==> src/rtl/root_layer_sequencer.sv <==
// Quadtree-root LOCAL-port sequencer: forwards host config writes as CONFIG flits and drives a
// multi-layer CALC / FIN_BROADCAST / FIN_COMP handshake. Optional watchdog: define ROOT_SEQ_WATCHDOG_EN.
`ifndef ROUTER_INFO_CONFIG
`define ROUTER_INFO_CONFIG 4'h1
`endif
`ifndef ROUTER_INFO_CALC
`define ROUTER_INFO_CALC 4'h2
`endif
`ifndef ROUTER_INFO_FIN_BROADCAST
`define ROUTER_INFO_FIN_BROADCAST 4'h3
`endif
`ifndef ROUTER_INFO_FIN_COMP
`define ROUTER_INFO_FIN_COMP 4'h4
`endif

module root_layer_sequencer #(
  parameter int NUM_PE      = 64,
  parameter int FIFO_DEPTH  = 4,
  parameter int ADDR_WIDTH  = 16,
  parameter int DATA_WIDTH  = 16,
  parameter int LAYER_WIDTH = 4,
  parameter int TIMEOUT_CYC = 4096,
  localparam int FW = 4 + ADDR_WIDTH + DATA_WIDTH
) (
  input  logic                   clk,
  input  logic                   rst,
  input  logic                   write_en,
  input  logic [ADDR_WIDTH-1:0]  write_addr,
  input  logic [DATA_WIDTH-1:0]  write_data,
  output logic                   write_rdy,
  input  logic                   in_data_valid,
  input  logic [FW-1:0]          in_data,
  output logic                   upstream_credit,
  output logic                   out_data_valid,
  output logic [FW-1:0]          out_data,
  input  logic                   downstream_credit,
  output logic                   busy,
  output logic [LAYER_WIDTH-1:0] layer_idx,
  output logic                   done,
  output logic                   error,
  output logic                   timeout
);
  localparam int CW = $clog2(FIFO_DEPTH + 1);
  localparam int PW = (NUM_PE > 1) ? $clog2(NUM_PE + 1) : 1;
  localparam logic [CW-1:0] CRED_MAX = CW'(FIFO_DEPTH);
  localparam logic [PW-1:0] PE_LAST  = PW'(NUM_PE - 1);

  typedef enum logic [2:0] {
    S_IDLE, S_WAIT_BCAST, S_SEND_BCAST, S_WAIT_COMP, S_SEND_COMP, S_SEND_CALC
  } state_e;

  state_e                 state_q, state_d;
  logic [CW-1:0]          credits_q, credits_d;
  logic [PW-1:0]          pe_cnt_q, pe_cnt_d;
  logic [LAYER_WIDTH-1:0] layer_num_q, layer_num_d;
  logic [LAYER_WIDTH-1:0] layer_idx_q, layer_idx_d;
  logic                   done_q, done_d;
  logic                   error_q, error_d;
  logic                   upc_q;
  logic                   emit;
  logic [3:0]             f_info;
  logic [ADDR_WIDTH-1:0]  f_addr;
  logic [DATA_WIDTH-1:0]  f_data;
  logic [3:0]             in_info;
  logic                   can_send, wr_acc, fin_ok;
  logic [LAYER_WIDTH:0]   idx_next, layer_lim;
  logic                   unused_payload;
`ifdef ROOT_SEQ_WATCHDOG_EN
  localparam int WW = $clog2(TIMEOUT_CYC + 1);
  localparam logic [WW-1:0] WD_LAST = WW'(TIMEOUT_CYC - 1);
  logic [WW-1:0]          wd_q, wd_d;
  logic                   timeout_q, timeout_d;
`endif

  // Fin flits carry no payload of interest; only the info field is decoded.
  assign unused_payload = ^in_data[FW-5:0];
  assign in_info   = in_data[FW-1:FW-4];
  assign can_send  = (credits_q != '0);
  assign write_rdy = (state_q == S_IDLE) && can_send;
  assign wr_acc    = write_en && write_rdy;
  assign idx_next  = {1'b0, layer_idx_q} + (LAYER_WIDTH+1)'(1);
  assign layer_lim = (layer_num_q == '0) ? (LAYER_WIDTH+1)'(1) : {1'b0, layer_num_q};
  assign fin_ok    = in_data_valid &&
                     (((state_q == S_WAIT_BCAST) && (in_info == `ROUTER_INFO_FIN_BROADCAST)) ||
                      ((state_q == S_WAIT_COMP)  && (in_info == `ROUTER_INFO_FIN_COMP)));

  always_comb begin
    state_d     = state_q;
    pe_cnt_d    = pe_cnt_q;
    layer_num_d = layer_num_q;
    layer_idx_d = layer_idx_q;
    done_d      = 1'b0;
    error_d     = error_q;
    credits_d   = credits_q;
    emit        = 1'b0;
    f_info      = 4'h0;
    f_addr      = '0;
    f_data      = '0;
`ifdef ROOT_SEQ_WATCHDOG_EN
    timeout_d   = timeout_q;
    wd_d        = '0;
`endif
    case (state_q)
      S_IDLE: begin
        if (wr_acc) begin
          if (write_addr == '0) begin
            layer_num_d = write_data[LAYER_WIDTH-1:0];
          end else if (write_addr == {ADDR_WIDTH{1'b1}}) begin
            emit        = 1'b1;
            f_info      = `ROUTER_INFO_CALC;
            layer_idx_d = '0;
            pe_cnt_d    = '0;
            error_d     = 1'b0;
`ifdef ROOT_SEQ_WATCHDOG_EN
            timeout_d   = 1'b0;
`endif
            state_d     = S_WAIT_BCAST;
          end else begin
            emit   = 1'b1;
            f_info = `ROUTER_INFO_CONFIG;
            f_addr = write_addr;
            f_data = write_data;
          end
        end
      end
      S_WAIT_BCAST, S_WAIT_COMP: begin
        if (fin_ok) begin
          if (pe_cnt_q == PE_LAST) begin
            pe_cnt_d = '0;
            state_d  = (state_q == S_WAIT_BCAST) ? S_SEND_BCAST : S_SEND_COMP;
          end else begin
            pe_cnt_d = pe_cnt_q + PW'(1);
          end
        end
`ifdef ROOT_SEQ_WATCHDOG_EN
        // Counter restarts on every counted fin; a silent PE array aborts the sequence.
        else if (wd_q == WD_LAST) begin
          timeout_d = 1'b1;
          pe_cnt_d  = '0;
          state_d   = S_IDLE;
        end else begin
          wd_d = wd_q + WW'(1);
        end
`endif
      end
      S_SEND_BCAST: begin
        if (can_send) begin
          emit    = 1'b1;
          f_info  = `ROUTER_INFO_FIN_BROADCAST;
          state_d = S_WAIT_COMP;
        end
      end
      S_SEND_COMP: begin
        if (can_send) begin
          emit   = 1'b1;
          f_info = `ROUTER_INFO_FIN_COMP;
          if (idx_next < layer_lim) begin
            layer_idx_d = idx_next[LAYER_WIDTH-1:0];
            state_d     = S_SEND_CALC;
          end else begin
            done_d  = 1'b1;
            state_d = S_IDLE;
          end
        end
      end
      S_SEND_CALC: begin
        if (can_send) begin
          emit                     = 1'b1;
          f_info                   = `ROUTER_INFO_CALC;
          f_data[LAYER_WIDTH-1:0]  = layer_idx_q;
          state_d                  = S_WAIT_BCAST;
        end
      end
      default: state_d = S_IDLE;
    endcase

    // Any flit that is not the fin expected in the current wait phase is dropped and flagged.
    if (in_data_valid && !fin_ok) error_d = 1'b1;

    if (emit && !downstream_credit)
      credits_d = credits_q - CW'(1);
    else if (!emit && downstream_credit && (credits_q < CRED_MAX))
      credits_d = credits_q + CW'(1);
  end

  always_ff @(posedge clk or posedge rst) begin
    if (rst) begin
      state_q     <= S_IDLE;
      credits_q   <= CRED_MAX;
      pe_cnt_q    <= '0;
      layer_num_q <= '0;
      layer_idx_q <= '0;
      done_q      <= 1'b0;
      error_q     <= 1'b0;
      upc_q       <= 1'b0;
`ifdef ROOT_SEQ_WATCHDOG_EN
      wd_q        <= '0;
      timeout_q   <= 1'b0;
`endif
    end else begin
      state_q     <= state_d;
      credits_q   <= credits_d;
      pe_cnt_q    <= pe_cnt_d;
      layer_num_q <= layer_num_d;
      layer_idx_q <= layer_idx_d;
      done_q      <= done_d;
      error_q     <= error_d;
      upc_q       <= in_data_valid;
`ifdef ROOT_SEQ_WATCHDOG_EN
      wd_q        <= wd_d;
      timeout_q   <= timeout_d;
`endif
    end
  end

  assign out_data_valid  = emit;
  assign out_data        = emit ? {f_info, f_addr, f_data} : '0;
  assign upstream_credit = upc_q;
  assign busy            = (state_q != S_IDLE);
  assign layer_idx       = layer_idx_q;
  assign done            = done_q;
  assign error           = error_q;
`ifdef ROOT_SEQ_WATCHDOG_EN
  assign timeout         = timeout_q;
`else
  assign timeout         = 1'b0;
`endif

endmodule
==> config.mk <==
export PLATFORM = sky130hd
export DESIGN_NAME = root_layer_sequencer
export DESIGN_NICKNAME = d
export VERILOG_FILES = /design/src/rtl/root_layer_sequencer.sv
export SDC_FILE = /design/constraint.sdc
export NUM_CORES = 1
export LEC_CHECK = 0
export BUFFER_PORTS_ARGS = -buffer_cell sky130_fd_sc_hd__buf_2
export CORE_MARGIN = 3
export CORE_UTILIZATION = 38
export CTS_CLUSTER_SIZE = 28
export DETAILED_ROUTE_END_ITERATION = 16
export PLACE_DENSITY = 0.85
export SLEW_MARGIN = 30
export SYNTH_ARGS = -nofsm -noshare
export SYNTH_HDL_FRONTEND = slang
export SYNTH_SLANG_ARGS = --single-unit
==> constraint.sdc <==
create_clock -name clk -period 2.11 [get_ports clk]
set_input_delay 0.1055 -clock clk [delete_from_list [all_inputs] [get_ports clk]]
set_output_delay 0.1055 -clock clk [all_outputs]
set_load 0.01 [all_outputs]
==> key figures <==
STA
  – Fin Clk Skew: 0.005809 ns
  – Final period util: 1.053
  – Hold violation total from the final report: 0
  – Slew HR: 0.6435
  – Worst slew pin tran: 0.5342 ns
  – Final Max Slew Viols: 0
  – # setup viols final: 34
  – Min Clock Period, post-route: 2.222 ns
  – RSZ-0062 raised after global routing: true
  – Final worst slack: -0.1119 ns
  – FMAX: 450.1 MHz

Min path
  – Worst hold-check path type: in -> reg

Worst setup path
  – CP Capture Type: flip-flop
  – CP peak stage delay: 0.42 ns
  – Worst endpoint required time: 2.29 ns
  – Crit-path cells: or3_4, nor3b_4, buf_4, a21oi_2, or2_4, fa_2, inv_2, a21oi_2, o211ai_1
  – Startpoint Class: flip-flop
  – Critical-path top delay cell: or3_4
  – Critical path arrival: 2.41 ns
  – CP max FO: 3
  – Kind of critical path: reg -> reg
  – Critical Path Most Common Cell: a21oi_2

Clock network
  – CTS tree: yes
  – Clk buf depth: 2
  – CTS root buffer: clkbuf_8
  – Sink Count: 24
  – Cts bufs inserted: 3
  – Clock latency on the worst-skew pair: 0.27 ns
  – CTS clock-pin slew for the worst setup and hold paths: 0.09 ns
  – H-tree depth: 1

Die
  – I/O Pins: 120
  – Core Region: 0.004444 sq mm
  – Die Ht: 74.57 um
  – Cell row count: 24
  – Die area: 0.005561 sq mm
  – Die width: 74.57 um
  – Initial Util: 0.4020

Route
  – Via count: 2015
  – Top routing layer in use: met4
  – Antenna violation net count after detailed routing: 0
  – Initial DRT Pass Iterations: 4
  – DR WL/cell: 15.33 um
  – DRT Wirelength: 5826 um
  – Detail Route met3 WL: 297 um
  – DR vias/cell: 5.303
  – Met1 wire length: 2290 um
  – Residual DRC: 0
  – DR WL met2: 3166 um
  – Drt initial violations: 89

GRT
  – Pin count of the biggest net entering global routing: 14
  – GRT overflow: 0
  – Initial antenna violation count: 0
  – Global-route wire length before repair: 9045 um
  – All-Layer GR Usage: 0.2081
  – Number of global-route vias before repair: 2018

Logic synthesis
  – FFs w/ async S/R, synth: 1.000
  – Yosys warns: 0
  – Synth Area per Inst: 8.590 sq um
  – Post-synthesis cell area: 0.001787 sq mm
  – Ys flop type: dfrtp_1
  – Synth Register Bits: 24
  – Post-synth cell types: 53
  – Synth top area cells: dfrtp_1 (32%), and2_1 (10%), ha_1 (3.5%)
  – Area leader, netlist: dfrtp_1
  – Number of synthesized flops with an enable pin: 0
  – Yosys top cell area share: 0.3221
  – Seq/Total Area, Yosys: 0.3368
  – Cells after Synth: 208

Finish
  – Multi-input gate area: 0.001216 sq mm
  – FF/Latch Area: 604.3 sq um
  – Core Util, Final: 0.6433
  – Most frequent cells in the layout: buf_2 (67), buf_4 (31), buf_6 (25), dfrtp_1 (21), and2_4 (18)
  – Commonest non-fill, non-tap cell in the layout: buf_2
  – ANT cells: 0
  – Area growth, synth to finish: 60.01%
  – Layout cells sized above 1: 0.5244
  – Nets: 408
  – Fillers: 363

Status
  – Failing checks: negative setup slack
  – Status: finished with violations

Pwr
  – Total power: 1.872 mW
  – Cell Pwr Density: 654.7 mW/mm^2
  – Max VDD drop: 0.4859 mV
  – LEAKAGE: 1.466 nW

Run
  – Max-Cap Viols: 0

Placed design
  – Port Buffers: 85
  – Hpwl dp: 4157 um
  – Gpl congestion: 0.8010
## sequential cells by signal, summed over array words and instances, names as in the netlist
register         flops
done                 1
pe_cnt_q             7
error                1
layer_num_q          4
state_q              3
layer_idx            4
credits_q            3
upstream_credit      1
## worst max-delay path, delay by kind of cell (launching register included)
| kind | cells | cell delay [ns] |
|---|---|---|
| and+or+nand+nor | 3 | 0.89 |
| DFF | 1 | 0.41 |
| buffers and inverters | 2 | 0.23 |
| AOI/OAI and AO/OA | 3 | 0.28 |
| adders and majority gates | 1 | 0.34 |
## Yosys cell counts, types with 2 or more instances
cell type	instances
nor2_1	9
nand2b_1	6
nand2_1	13
or3_1	2
inv_1	13
nor3_1	2
and3_1	2
a21oi_1	7
a21o_1	2
nand3_1	11
o21a_1	2
or4_1	4
and2_1	29
mux2i_1	2
nor2b_1	3
buf_4	3
xnor2_1	2
dfrtp_1	23
o211ai_1	3
clkbuf_2	3
xor2_1	2
clkbuf_1	2
nand4bb_1	2
nand4_1	6
nor4_1	5
a22o_1	6
a31oi_1	2
ha_1	5
o22ai_1	2
o21ai_0	11
or2_2	2
## routing by layer
layer | track usage | vias up
met3 | 0.03378 | 6
met1 | 0.2331 | 951
met4 | 0.06126 | 0
li1 | - | 983
met5 | 0 | -
met2 | 0.3990 | 75
## final cells by class
class | instances | share of cell area
clock buffer | 4 | 0.01926
inverter | 13 | 0.01707
multi-input combinational | 162 | 0.4254
sequential | 24 | 0.2114
tap | 52 | 0.02276
timing repair buffer | 125 | 0.3042
## where the power goes
part | switching [mW] | total (mW) | leakage [nW] | internal, mW
clock network | 0.146 | 0.313 | 0.0288 | 0.167
logic | 0.449 | 0.945 | 1.16 | 0.495
registers | 0.0806 | 0.614 | 0.278 | 0.534
total | 0.676 | 1.87 | 1.47 | 1.20
## cells by family (layout without fill, tap and decap cells)
family | Yosys count | after routing | share of synthesized area
flip-flops | 24 | 24 | 0.3368
AND/OR/NAND/NOR | 102 | 102 | 0.3431
multiplexers | 3 | 3 | 0.01751
adder cells (fa/ha/maj) | 6 | 6 | 0.04622
buffers and inverters | 23 | 142 | 0.06162
XOR/XNOR | 4 | 4 | 0.01961
AO/OA/AOI/OAI | 45 | 45 | 0.1730
other | 1 | 2 | 0.002099
## per-stage QoR
step	setup WS, ns	TNS, ns	hold WS (ns)	cells	instance area [sq um]
3_5_place_dp	-0.05784	-0.05784	0.1819	357	2419
6_report	-0.1119	-2.236	0.06184	380	2859
5_1_grt	-0.1988	-5.956	0.09165	380	2859
4_1_cts	-0.07390	-1.817	0.05568	376	2756
2_1_floorplan	-0.1071	-0.2057	0.1192	209	1836
3_3_place_gp	0.02938	0	0.1770	357	2419
## repair_timing
item                                   CTS  global route
buffers inserted                        10             4
endpoints found under the hold margin   13             0
setup endpoints to repair               36            46
pin swaps                               31            11
hold buffers                             2             0
gates cloned                             3             0
gates resized for setup                 41            18
## worst paths after layout
kind	slack [ns]	cells after the start	startpoint	end
setup / recovery	-0.11	9	state_q[2]$_DFFE_PP0P_	credits_q[2]$_DFFE_PP1P_
hold / removal	0.06	3	write_data[1]	layer_num_q[1]$_DFFE_PP0P_
setup reg to reg	-0.11	9	state_q[2]$_DFFE_PP0P_	credits_q[2]$_DFFE_PP1P_
hold reg to reg	0.51	2	error$_DFFE_PP0P_	error$_DFFE_PP0P_
max in group asynchronous	1.06	4	rst	credits_q[2]$_DFFE_PP1P_
min in group asynchronous	0.41	3	rst	layer_num_q[3]$_DFFE_PP0P_
(Power assumes the default switching activity.)
